[src/rtl/tas_avg_stream.sv]
// tas_avg_stream: serial byte deserialiser, header hunt, N-sample average written to a down-counting RAM address
module tas_avg_stream #(
  parameter int DATA_W = 8,
  parameter int LOG2_N = 2,
  parameter int ADDR_W = 11,
  parameter logic [DATA_W-1:0] HDR0 = 8'hA5,
  parameter logic [DATA_W-1:0] HDR1 = 8'hC3,
  parameter int ROUND = 0
) (
  input  logic              clk_50,
  input  logic              reset_n,
  input  logic              serial_data,
  input  logic              data_ena,
  output logic              ram_wr_n,
  output logic [DATA_W-1:0] ram_data,
  output logic [ADDR_W-1:0] ram_addr,
  output logic              frame_err
);
  localparam int AW = DATA_W + LOG2_N;
  localparam int BW = $clog2(DATA_W);
  localparam logic [AW:0] HALF = (ROUND != 0) ? (AW+1)'(1) << (LOG2_N - 1) : '0;
  typedef enum logic [1:0] {HUNT, COLLECT, WRITE} state_t;
  state_t state_q, state_d;
  logic [DATA_W-1:0] shift_q, shift_d, byte_q, byte_d, data_q, data_d, res;
  logic [BW-1:0] bcnt_q, bcnt_d;
  logic [AW-1:0] acc_q, acc_d, nxt;
  logic [AW:0] sum, quo;
  logic [LOG2_N-1:0] cnt_q, cnt_d;
  logic [ADDR_W-1:0] naddr_q, naddr_d, addr_q, addr_d;
  logic byte_valid_q, byte_valid_d, frame_err_q, frame_err_d, wr_n_q, wr_n_d;
  logic abort, done, hdr;
  always_comb begin
    nxt = acc_q + AW'(byte_q);
    sum = {1'b0, nxt} + HALF;
    quo = sum >> LOG2_N;
    res = |quo[AW:DATA_W] ? '1 : quo[DATA_W-1:0];
    abort = !data_ena && bcnt_q != '0;
    done = data_ena && bcnt_q == BW'(DATA_W - 1);
    shift_d = data_ena ? {serial_data, shift_q[DATA_W-1:1]} : '0;
    bcnt_d = (data_ena && !done) ? bcnt_q + 1'b1 : '0;
    byte_d = done ? shift_d : byte_q;
    byte_valid_d = done;
    frame_err_d = abort;
    hdr = byte_valid_q && (byte_q == HDR0 || byte_q == HDR1);
    state_d = state_q;
    acc_d = acc_q;
    cnt_d = cnt_q;
    naddr_d = naddr_q;
    data_d = data_q;
    addr_d = addr_q;
    wr_n_d = 1'b1;
    if (state_q == COLLECT) begin
      if (abort) state_d = HUNT;
      else if (byte_valid_q) begin
        acc_d = nxt;
        cnt_d = cnt_q + 1'b1;
        if (&cnt_q) begin
          state_d = WRITE;
          wr_n_d = 1'b0;
          data_d = res;
          addr_d = naddr_q;
          naddr_d = naddr_q - 1'b1;
        end
      end
    end else begin
      state_d = hdr ? COLLECT : HUNT;
      acc_d = hdr ? '0 : acc_q;
      cnt_d = hdr ? '0 : cnt_q;
    end
  end
  always_ff @(posedge clk_50 or negedge reset_n) begin
    if (!reset_n) begin
      state_q <= HUNT;
      shift_q <= '0;
      bcnt_q <= '0;
      byte_q <= '0;
      byte_valid_q <= 1'b0;
      frame_err_q <= 1'b0;
      acc_q <= '0;
      cnt_q <= '0;
      naddr_q <= '1;
      data_q <= '0;
      addr_q <= '0;
      wr_n_q <= 1'b1;
    end else begin
      state_q <= state_d;
      shift_q <= shift_d;
      bcnt_q <= bcnt_d;
      byte_q <= byte_d;
      byte_valid_q <= byte_valid_d;
      frame_err_q <= frame_err_d;
      acc_q <= acc_d;
      cnt_q <= cnt_d;
      naddr_q <= naddr_d;
      data_q <= data_d;
      addr_q <= addr_d;
      wr_n_q <= wr_n_d;
    end
  end
  assign ram_wr_n = wr_n_q;
  assign ram_data = data_q;
  assign ram_addr = addr_q;
  assign frame_err = frame_err_q;
endmodule

[config.mk]
export PLATFORM = sky130hd
export DESIGN_NAME = tas_avg_stream
export DESIGN_NICKNAME = d
export VERILOG_FILES = /design/src/rtl/tas_avg_stream.sv
export SDC_FILE = /design/constraint.sdc
export NUM_CORES = 1
export LEC_CHECK = 0
export CAP_MARGIN = 20
export CORE_MARGIN = 2
export CORE_UTILIZATION = 40
export DETAILED_ROUTE_END_ITERATION = 8
export GPL_TIMING_DRIVEN = 0
export PLACE_DENSITY = 0.69
export SYNTH_ARGS = -nofsm -noshare
export SYNTH_HDL_FRONTEND = slang
export SYNTH_SLANG_ARGS = --single-unit
[constraint.sdc]
create_clock -name clk_50 -period 2 [get_ports clk_50]
set_clock_uncertainty 0.15 [all_clocks]
set_input_delay 0.3 -clock clk_50 [delete_from_list [all_inputs] [get_ports clk_50]]
set_output_delay 0.3 -clock clk_50 [all_outputs]
set_load 0.005 [all_outputs]
==> flow_metrics.tcl, run 1 <==
set metrics [dict create \
    gp_congestion 0.934 \
    clk_latency_ns 0.35 \
    die_w_um 90.3 \
    htree_levels 3 \
    fp.coreArea_um2 7250 \
    period_minus_slack_ns 2.11 \
    synthFlopType "dfrtp_1" \
    max-cap-violations 0 \
    fin_ws_ns -0.112 \
    drc 0 \
    track_usage_pct 15.4 \
    io_pins 25 \
    ant_nets 0 \
    met1_usage_pct 19.1 \
    timing.rr.start "acc_q[0]" \
    ys_types 46 \
    ys_ff_latch 65 \
    hold_viol 0 \
    cellPowerDensity_nw_per_um2 663 \
    num_rows 31 \
    dieArea_um2 8160 \
    grt_overflow_total 0 \
    viasPerCell 5.05 \
    required_ns 2.07 \
    crit_slowest_cell "dfrtp_1" \
    clkTransAtPathRegs_ns 0.07 \
    hold_slack_ns 0.332 \
    met2_usage_pct 23.7 \
    cts_root_buffer "clkbuf_8" \
    initial_core_util_pct 41.1 \
    cts-buffers-inserted 9 \
    grt_pass1_wl_um 9790 \
    drive_gt1_share_pct 30.1 \
    fin_util_pct 54.1 \
    busiest_layer "met2" \
    die_h_um 90.3 \
    use_met3_pct 4.34 \
    arrival_ns 2.18 \
    num-fill-cells 608 \
    ir_drop_mv 0.370 \
    dp.final_hpwl_um 3950 \
    rr_endpoint "ram_data[4]" \
    wire_per_inst_um 14.7 \
    setup_viol 4 \
    route.vias.total 2061 \
    r2r_cells 7 \
    crit_chain "ha_4, fa_2, a211oi_4, o21ai_1, a21oi_2, xor2_1, o21ai_0" \
    syn_nets 274 \
    synth_area_um2 2980 \
    period_share_pct 106 \
    portBuffers 24 \
    synthArstFlopShare_pct 100 \
    clkSinkCount 65 \
    synth_edf_count 0 \
    violations "negative setup slack" \
    critPathMaxFanout 2 \
    tritoncts "yes" \
    rsz0062_at_grt "yes" \
    synth_warnings 0 \
    grt_start_max_net_pins 66 \
    tightest_slew_ns 0.805 \
    diodes 0 \
    wirelength_um 6010 \
    area_delta_synth_final_pct 31.6 \
    drtPass1Iterations 4 \
    clockBufferDepth 2 \
    relSlewSlack_pct 46.3 \
    finalPower_mw 2.60 \
    synth_cells 256 \
    crit_end "ram_data[4]" \
    status "complete, but fails checks" \
    timing.critical_path.from "acc_q[0]" \
    fmax_ghz 0.474 \
    cp-start-kind "register" \
    crit_path_end_kind "register" \
    grt_pass1_vias 2091 \
    leakagePower_nw 1.79 \
    antenna_found_initial 0 \
    r2r_slack_ns -0.11 \
    report.final.slew_viol_count 0 \
    ys_seq_area_share_pct 55.1 \
    path_class "register to register" \
    hold_path_class "register to register" \
    drtIter0Drc 127 \
    nets 322 \
    avgSynthCellArea_um2 11.6 \
    max_stage_delay_ns 0.41 \
]
==> cells in the mapped netlist, drive strengths merged (2+ instances only) <==
| cell | instances | area share, % |
|---|---|---|
| dfrtp | 53 | 44 |
| nand2 | 32 | 4.0 |
| o21ai | 21 | 3.5 |
| mux2 | 17 | 6.4 |
| ha | 13 | 5.5 |
| dfstp | 12 | 11 |
| xor2 | 11 | 3.2 |
| nor2 | 10 | 1.3 |
| and2 | 8 | 1.7 |
| inv | 8 | 1.0 |
| a21o | 6 | 1.5 |
| a21oi | 6 | 1.1 |
| xnor2 | 6 | 1.8 |
| a211oi | 5 | 1.3 |
| buf | 5 | 0.92 |
| nor3 | 5 | 1.2 |
| nand3 | 4 | 0.67 |
| or3 | 4 | 1.0 |
| nor4 | 3 | 0.63 |
| and3b | 2 | 0.59 |
| clkbuf | 2 | 0.25 |
| o211ai | 2 | 0.50 |
| or4bb | 2 | 0.76 |
==> cell type report <==
type                       count  area (um2)  area share, %
sequential                    65        1640           41.9
clock inverter                 4        50.0           1.28
buffer                         7        60.1           1.53
tap                           99         124           3.16
clock buffer                  12         165           4.21
inverter                       8        30.0          0.766
multi-input combinational    176        1490           38.0
timing repair buffer          37         359           9.15
==> flip-flops by register name, indices dropped and copies added (netlist names) <==
| register | cells |
|---|---|
| ram_data | 8 |
| ram_wr_n | 1 |
| bcnt_q | 3 |
| naddr_q | 11 |
| acc_q | 10 |
| shift_q | 7 |
| state_q | 2 |
| cnt_q | 2 |
| ram_addr | 11 |
| frame_err | 1 |
| byte_valid_q | 1 |
| byte_q | 8 |
==> power by group <==
part / switching (mW) / internal, mW
Sequential: 0.0108 / 1.33
Clock: 0.496 / 0.675
Combinational: 0.0530 / 0.0362
Total: 0.560 / 2.04
==> metrics by stage <==
step / instance area [um2] / cells / setup WS [ns] / TNS, ns
2_1_floorplan: 3000 / 256 / 0.00211 / 0
3_3_place_gp: 3360 / 379 / -1.62 / -100.90
3_5_place_dp: 3360 / 379 / -0.296 / -5.71
4_1_cts: 3720 / 402 / -0.0999 / -0.301
5_1_grt: 3920 / 408 / -0.175 / -0.862
6_report: 3920 / 408 / -0.112 / -0.317
==> worst max-delay path: cells and delay by family (launching register included) <==
| kind | cells | cell delay [ns] |
|---|---|---|
| compound gates | 4 | 0.64 |
| xor+xnor | 1 | 0.22 |
| fa+ha+maj | 2 | 0.56 |
| flops | 1 | 0.41 |
==> layout by cell type, fill, tap and decap left out, drive strengths merged, types with 2 or more instances in the layout <==
cell type | netlist | final
dfstp | 12 | 12
nor3 | 5 | 5
xor2 | 11 | 11
buf | 5 | 17
nor2 | 10 | 10
clkinvlp | 0 | 2
and3b | 2 | 2
nor4 | 3 | 3
xnor2 | 6 | 6
ha | 13 | 13
nand2 | 32 | 32
or3 | 4 | 4
o21ai | 21 | 21
mux2 | 17 | 17
and2 | 8 | 8
inv | 8 | 8
dfrtp | 53 | 53
o211ai | 2 | 2
a21o | 6 | 6
a211oi | 5 | 5
or4bb | 2 | 2
nand3 | 4 | 4
clkbuf | 2 | 15
a21oi | 6 | 6
clkdlybuf4s50 | 0 | 23
==> cells by family (layout without fill, tap and decap cells) <==
kind of cell,Yosys count,after routing,synth area share [%]
flip-flops,65,65,55.1
buffers and inverters,15,68,2.18
AO/OA/AOI/OAI,47,47,10.5
multiplexers,17,17,6.42
XOR/XNOR,17,17,4.99
adder cells (fa/ha/maj),14,14,6.13
AND/OR/NAND/NOR,81,81,14.7
==> worst min-delay path by stage <==
stage           startpoint          end  slack [ns]  cells after the start
2_1_floorplan      reset_n     acc_q[0]       -0.15                      0
3_3_place_gp     bcnt_q[0]    bcnt_q[0]        0.30                      1
3_5_place_dp       reset_n  ram_addr[9]        0.29                      1
4_1_cts         shift_q[1]    byte_q[0]        0.34                      1
5_1_grt        naddr_q[10]  naddr_q[10]        0.35                      1
6_report        shift_q[4]   shift_q[3]        0.33                      1
==> layer usage <==
| metal | wire (um) | vias up |
|---|---|---|
| met5 | 0 | - |
| met4 | 129 | 0 |
| met1 | 2690 | 1018 |
| met3 | 216 | 11 |
| met2 | 2980 | 40 |
| li1 | - | 992 |
==> repair_timing <==
item	in CTS	in global routing
setup buffers	6	5
pin swaps	12	16
hold endpoints to repair	53	0
resized for setup	23	32
gates cloned	0	1
setup endpoints to repair	25	35
hold buffers	1	0
No activity file was read; power rests on OpenSTA's default activity.
==> run 2, diff against run 1 <==
--- a/config.mk
+++ b/config.mk
@@ -7,10 +7,11 @@
 export LEC_CHECK = 0
 export CAP_MARGIN = 20
 export CORE_MARGIN = 2
-export CORE_UTILIZATION = 40
+export CORE_UTILIZATION = 52
+export CTS_CLUSTER_DIAMETER = 60
 export DETAILED_ROUTE_END_ITERATION = 8
 export GPL_TIMING_DRIVEN = 0
-export PLACE_DENSITY = 0.69
+export PLACE_DENSITY = 0.84
 export SYNTH_ARGS = -nofsm -noshare
 export SYNTH_HDL_FRONTEND = slang
 export SYNTH_SLANG_ARGS = --single-unit
==> flow_metrics.tcl, run 2 (synthesized netlist as in run 1, its figures left out) <==
set metrics [dict create \
    wirelength_um 6580 \
    final_area_um2 3870 \
    violations "negative setup slack" \
    portBuffers 24 \
    arrival_ns 2.20 \
    cts-buffers-inserted 9 \
    finalPower_mw 2.61 \
    period_minus_slack_ns 2.12 \
    die_h_um 79.7 \
    seqPwrFrac_pct 51.4 \
    area_delta_synth_final_pct 29.8 \
    path_class "register to register" \
    hold_viol 0 \
    fmax_ghz 0.471 \
    antenna_found_initial 0 \
    dieArea_um2 6360 \
    nets 323 \
    tightest_slew_ns 0.716 \
    leakagePower_nw 1.81 \
    rsz0062_at_grt "yes" \
    fp.coreArea_um2 5510 \
    required_ns 2.08 \
    wire_per_inst_um 17.2 \
    hold_slack_ns 0.333 \
    clkSinkCount 65 \
    die_w_um 79.7 \
    max-cap-violations 0 \
    drc 0 \
    htree_levels 3 \
    ir_drop_mv 0.441 \
    initial_core_util_pct 54.1 \
    cp-start-kind "register" \
    cts_root_buffer "clkbuf_8" \
    final_cell_mix "dfrtp_1 (52), nand2_1 (32), clkdlybuf4s50_1 (23), o21ai_0 (13), dfstp_2 (12)" \
    tritoncts "yes" \
    num_rows 27 \
    grt_pass1_wl_um 10800 \
    fin_ws_ns -0.124 \
    dp.final_hpwl_um 4150 \
    final_common_cell "dfrtp_1" \
    cellPowerDensity_nw_per_um2 673 \
    grt_overflow_total 0 \
    clk_latency_ns 0.34 \
    gp_congestion 0.858 \
    period_share_pct 106 \
    drive_gt1_share_pct 28.7 \
    setup_tns_ns -0.548 \
    drtIter0Drc 170 \
    drtPass1Iterations 4 \
    diodes 0 \
    route.vias.total 2152 \
    grt_start_max_net_pins 36 \
    track_usage_pct 22.6 \
    io_pins 25 \
    crit_path_end_kind "register" \
    setup_viol 9 \
    intPower_mw 2.07 \
    p_sw_uw 536 \
    clkTransAtPathRegs_ns 0.06 \
    p_clk_share_pct 44.9 \
    report.final.slew_viol_count 0 \
    viasPerCell 5.63 \
    status "complete, but fails checks" \
    ant_nets 0 \
    place_area_um2 3340 \
    relSlewSlack_pct 52.3 \
    combPwrFrac_pct 3.7 \
    clockBufferDepth 2 \
    power.share.switching_pct 20.6 \
    hold_path_class "register to register" \
    critPathMaxFanout 2 \
    grt_pass1_vias 2253 \
]
-- run 2: cell types whose count changed in the layout (fill, tap and decap cells not counted), moves of 2 or more --
cell	previous run	this run
buf_4	14	10
buf_6	2	6
clkbuf_1	1	5
clkbuf_8	12	9
mux2_2	11	8
mux2_4	6	9
buf_12	0	2
clkinvlp_4	2	0
ha_4	7	5
inv_1	8	6
inv_2	0	2
nor4_4	2	0
-- run 2: power groups by stage --
stage / logic [mW] / registers (mW) / clock network, mW
detailed placement: 0.0825 / 1.36 / 0
global placement: 0.0768 / 1.36 / 0
floorplan: 0.0325 / 1.36 / 0
CTS: 0.0889 / 1.34 / 1.18
finish: 0.0973 / 1.34 / 1.17
global route: 0.109 / 1.34 / 1.25
-- run 2: worst paths after layout --
| path | startpoint | end | slack, ns | depth (start not counted) |
|---|---|---|---|---|
| max | acc_q[0] | acc_q[6] | -0.12 | 7 |
| min | shift_q[2] | shift_q[1] | 0.33 | 1 |
| max reg2reg | acc_q[0] | acc_q[6] | -0.12 | 7 |
| min reg2reg | shift_q[2] | shift_q[1] | 0.33 | 1 |
| max in group asynchronous | reset_n | naddr_q[1] | 0.61 | 3 |
| min in group asynchronous | reset_n | ram_addr[4] | 0.40 | 2 |
-- run 2: layout make-up --
| cell class | instances | area, um2 |
|---|---|---|
| Tap cell | 72 | 90.1 |
| Sequential cell | 65 | 1640 |
| Clock inverter | 3 | 65.1 |
| Timing Repair Buffer | 38 | 375 |
| Inverter | 8 | 30.0 |
| Clock buffer | 13 | 139 |
| Multi-Input combinational cell | 176 | 1460 |
| Buffer | 7 | 71.3 |
| Fill cell | 370 | 1640 |
-- run 2: through the flow --
stage                     instances  util, %  setup WS [ns]
after floorplan                 256        -        0.00211
after global placement          352     60.4          -1.54
after detailed placement        353     60.7         -0.307
after CTS                       377     67.0        -0.0943
after global routing            382     70.3         -0.224
final                           382     70.3         -0.124
-- run 2: what timing repair did --
| action | in CTS | in global routing |
|---|---|---|
| endpoints found under the setup margin | 29 | 36 |
| gates resized for setup | 22 | 36 |
| hold buffers | 1 | 0 |
| pin swaps | 11 | 13 |
| setup buffers | 7 | 5 |
| endpoints found under the hold margin | 25 | 0 |
-- run 2: metal layers --
layer,vias to the layer above,global-route usage [%],share of wire (%)
met3,11,6.22,4.5
met2,56,37.9,51
met5,-,0,0
met1,1091,27.6,43
li1,994,-,-
met4,0,8.97,1.7
-- run 2: worst max-delay path, stage by stage (launching register included) --
cell and delay (ns):
dfrtp_1 0.42, ha_4 0.18, fa_2 0.37, a211oi_4 0.28, o21ai_1 0.10, a21oi_2 0.20
xor2_2 0.22, o21ai_1 0.09
==> run 3, diff against run 2 <==
--- a/config.mk
+++ b/config.mk
@@ -6,12 +6,14 @@
 export NUM_CORES = 1
 export LEC_CHECK = 0
 export CAP_MARGIN = 20
+export CORE_ASPECT_RATIO = 0.7
 export CORE_MARGIN = 2
 export CORE_UTILIZATION = 52
 export CTS_CLUSTER_DIAMETER = 60
 export DETAILED_ROUTE_END_ITERATION = 8
 export GPL_TIMING_DRIVEN = 0
 export PLACE_DENSITY = 0.84
+export REMOVE_ABC_BUFFERS = 1
 export SYNTH_ARGS = -nofsm -noshare
 export SYNTH_HDL_FRONTEND = slang
 export SYNTH_SLANG_ARGS = --single-unit
==> flow_metrics.tcl, run 3 (synthesized netlist as in run 1, its figures left out) <==
set metrics [dict create \
    initial_core_util_pct 52.9 \
    r2r_cells 7 \
    fin_util_pct 68.4 \
    final_common_cell "dfrtp_1" \
    crit_slowest_cell "dfrtp_1" \
    diodes 0 \
    final_cell_mix "dfrtp_1 (49), nand2_1 (30), clkdlybuf4s50_1 (22), mux2_2 (17)" \
    clkSinkCount 65 \
    grt_pass1_wl_um 10200 \
    dieArea_um2 6370 \
    drtIter0Drc 150 \
    nets 320 \
    arrival_ns 2.20 \
    rsz0062_at_grt "yes" \
    hold_start "ram_data[7]" \
    min_path_cells 2 \
    cp_top_family "adder cells" \
    dp.final_hpwl_um 3730 \
    r2r_slack_ns -0.12 \
    wire_per_inst_um 17.7 \
    clk_latency_ns 0.34 \
    wirelength_um 6750 \
    fp.coreArea_um2 5640 \
    cts-buffers-inserted 9 \
    path_class "register to register" \
    cp-start-kind "register" \
    violations "negative setup slack" \
    drc 0 \
    period_minus_slack_ns 2.12 \
    intPower_mw 2.11 \
    combPwrFrac_pct 3.9 \
    die_h_um 67.4 \
    gp_congestion 0.928 \
    setup_viol 8 \
    critPathMaxFanout 3 \
    power.share.switching_pct 21.0 \
    leakagePower_nw 1.76 \
    crit_path_end_kind "register" \
    io_pins 25 \
    grt_start_max_net_pins 66 \
    fmax_ghz 0.472 \
    num_rows 23 \
    finalPower_mw 2.67 \
    drive_gt1_share_pct 30.6 \
    tightest_slew_ns 0.798 \
    cellPowerDensity_nw_per_um2 692 \
    ir_drop_mv 0.400 \
    antenna_found_initial 0 \
    required_ns 2.08 \
    portBuffers 24 \
    seqPwrFrac_pct 50.2 \
    timing.rr.start "byte_q[0]" \
    cts_root_buffer "clkbuf_8" \
    drtPass1Iterations 4 \
    grt_overflow_total 0 \
    tritoncts "yes" \
    num-fill-cells 411 \
    p_sw_uw 561 \
    max-cap-violations 0 \
    regArea_um2 1650 \
    place_area_um2 3280 \
    cp_num_buf_inv 0 \
    clockBufferDepth 2 \
    track_usage_pct 21.8 \
    htree_levels 3 \
    multi_input_area_um2 1500 \
    grt_pass1_vias 2040 \
    viasPerCell 5.55 \
    place_ws_ns -0.845 \
    status "complete, but fails checks" \
    relSlewSlack_pct 46.8 \
    final_area_um2 3860 \
    rr_endpoint "ram_data[6]" \
    area_delta_synth_final_pct 29.5 \
    route.vias.total 2119 \
    max_stage_delay_ns 0.41 \
    die_w_um 94.5 \
    hold_path_class "register to register" \
    clkTransAtPathRegs_ns 0.07 \
    crit_chain "ha_4, fa_2, a211oi_4, nor2_2, o221ai_2, xor2_1, o21ai_1" \
    fin_ws_ns -0.120 \
    hold_viol 0 \
    setup_tns_ns -0.644 \
    ant_nets 0 \
    period_share_pct 106 \
    report.final.slew_viol_count 0 \
    p_clk_share_pct 45.8 \
    hold_end "ram_data[7]" \
]
## run 3: power groups by stage
stage / combinational (mW) / clock [mW] / sequential, mW
finish: 0.105 / 1.22 / 1.34
global route: 0.117 / 1.30 / 1.34
detailed placement: 0.0760 / 0 / 1.36
CTS: 0.0845 / 1.24 / 1.34
global placement: 0.0741 / 0 / 1.36
floorplan: 0.0306 / 0 / 1.36
## run 3: worst max-delay path by stage
stage          startpoint     endpoint  cells past startpoint
6_report        byte_q[0]  ram_data[6]                      7
5_1_grt         byte_q[0]     acc_q[6]                      7
4_1_cts         bcnt_q[0]  naddr_q[10]                      7
3_5_place_dp     data_ena  naddr_q[10]                      5
3_3_place_gp      reset_n  ram_addr[4]                      1
2_1_floorplan   bcnt_q[0]  naddr_q[10]                      7
## run 3: stage by stage
stage | hold slack, ns | instances
finish | 0.328 | 382
global route | 0.356 | 382
floorplan | -0.146 | 249
detailed placement | 0.288 | 348
CTS | 0.325 | 372
global placement | 0.306 | 348
## run 3: tightest hold or removal path: cells and delay by family (launching register included)
| kind | cells | cell delay [ns] |
|---|---|---|
| flip-flops | 1 | 0.35 |
| AO/OA/AOI/OAI | 1 | 0.05 |
| AND/OR/NAND/NOR | 1 | 0.04 |
## run 3: what timing repair did
item	CTS	global route
resized for setup	26	21
pin swaps	14	11
gates cloned	1	0
endpoints found under the setup margin	41	34
buffers inserted	6	10
endpoints found under the hold margin	53	0
hold buffers	1	0
## run 3: layout make-up
type / instances / area share, %
Multi-Input combinational cell: 177 / 38.9
Inverter: 8 / 0.778
Tap cell: 75 / 2.43
Sequential cell: 65 / 42.7
Timing Repair Buffer: 41 / 9.69
Clock buffer: 13 / 3.86
Clock inverter: 3 / 1.69
## run 3: routing by layer
layer | share of wire, % | track usage, % | vias up | wire (um)
met5 | 0 | 0 | - | 0
met4 | 1.5 | 7.61 | 0 | 102
met3 | 3.7 | 6.58 | 10 | 252
met2 | 48 | 33.1 | 50 | 3250
met1 | 47 | 30.1 | 1069 | 3150
li1 | - | - | 990 | -
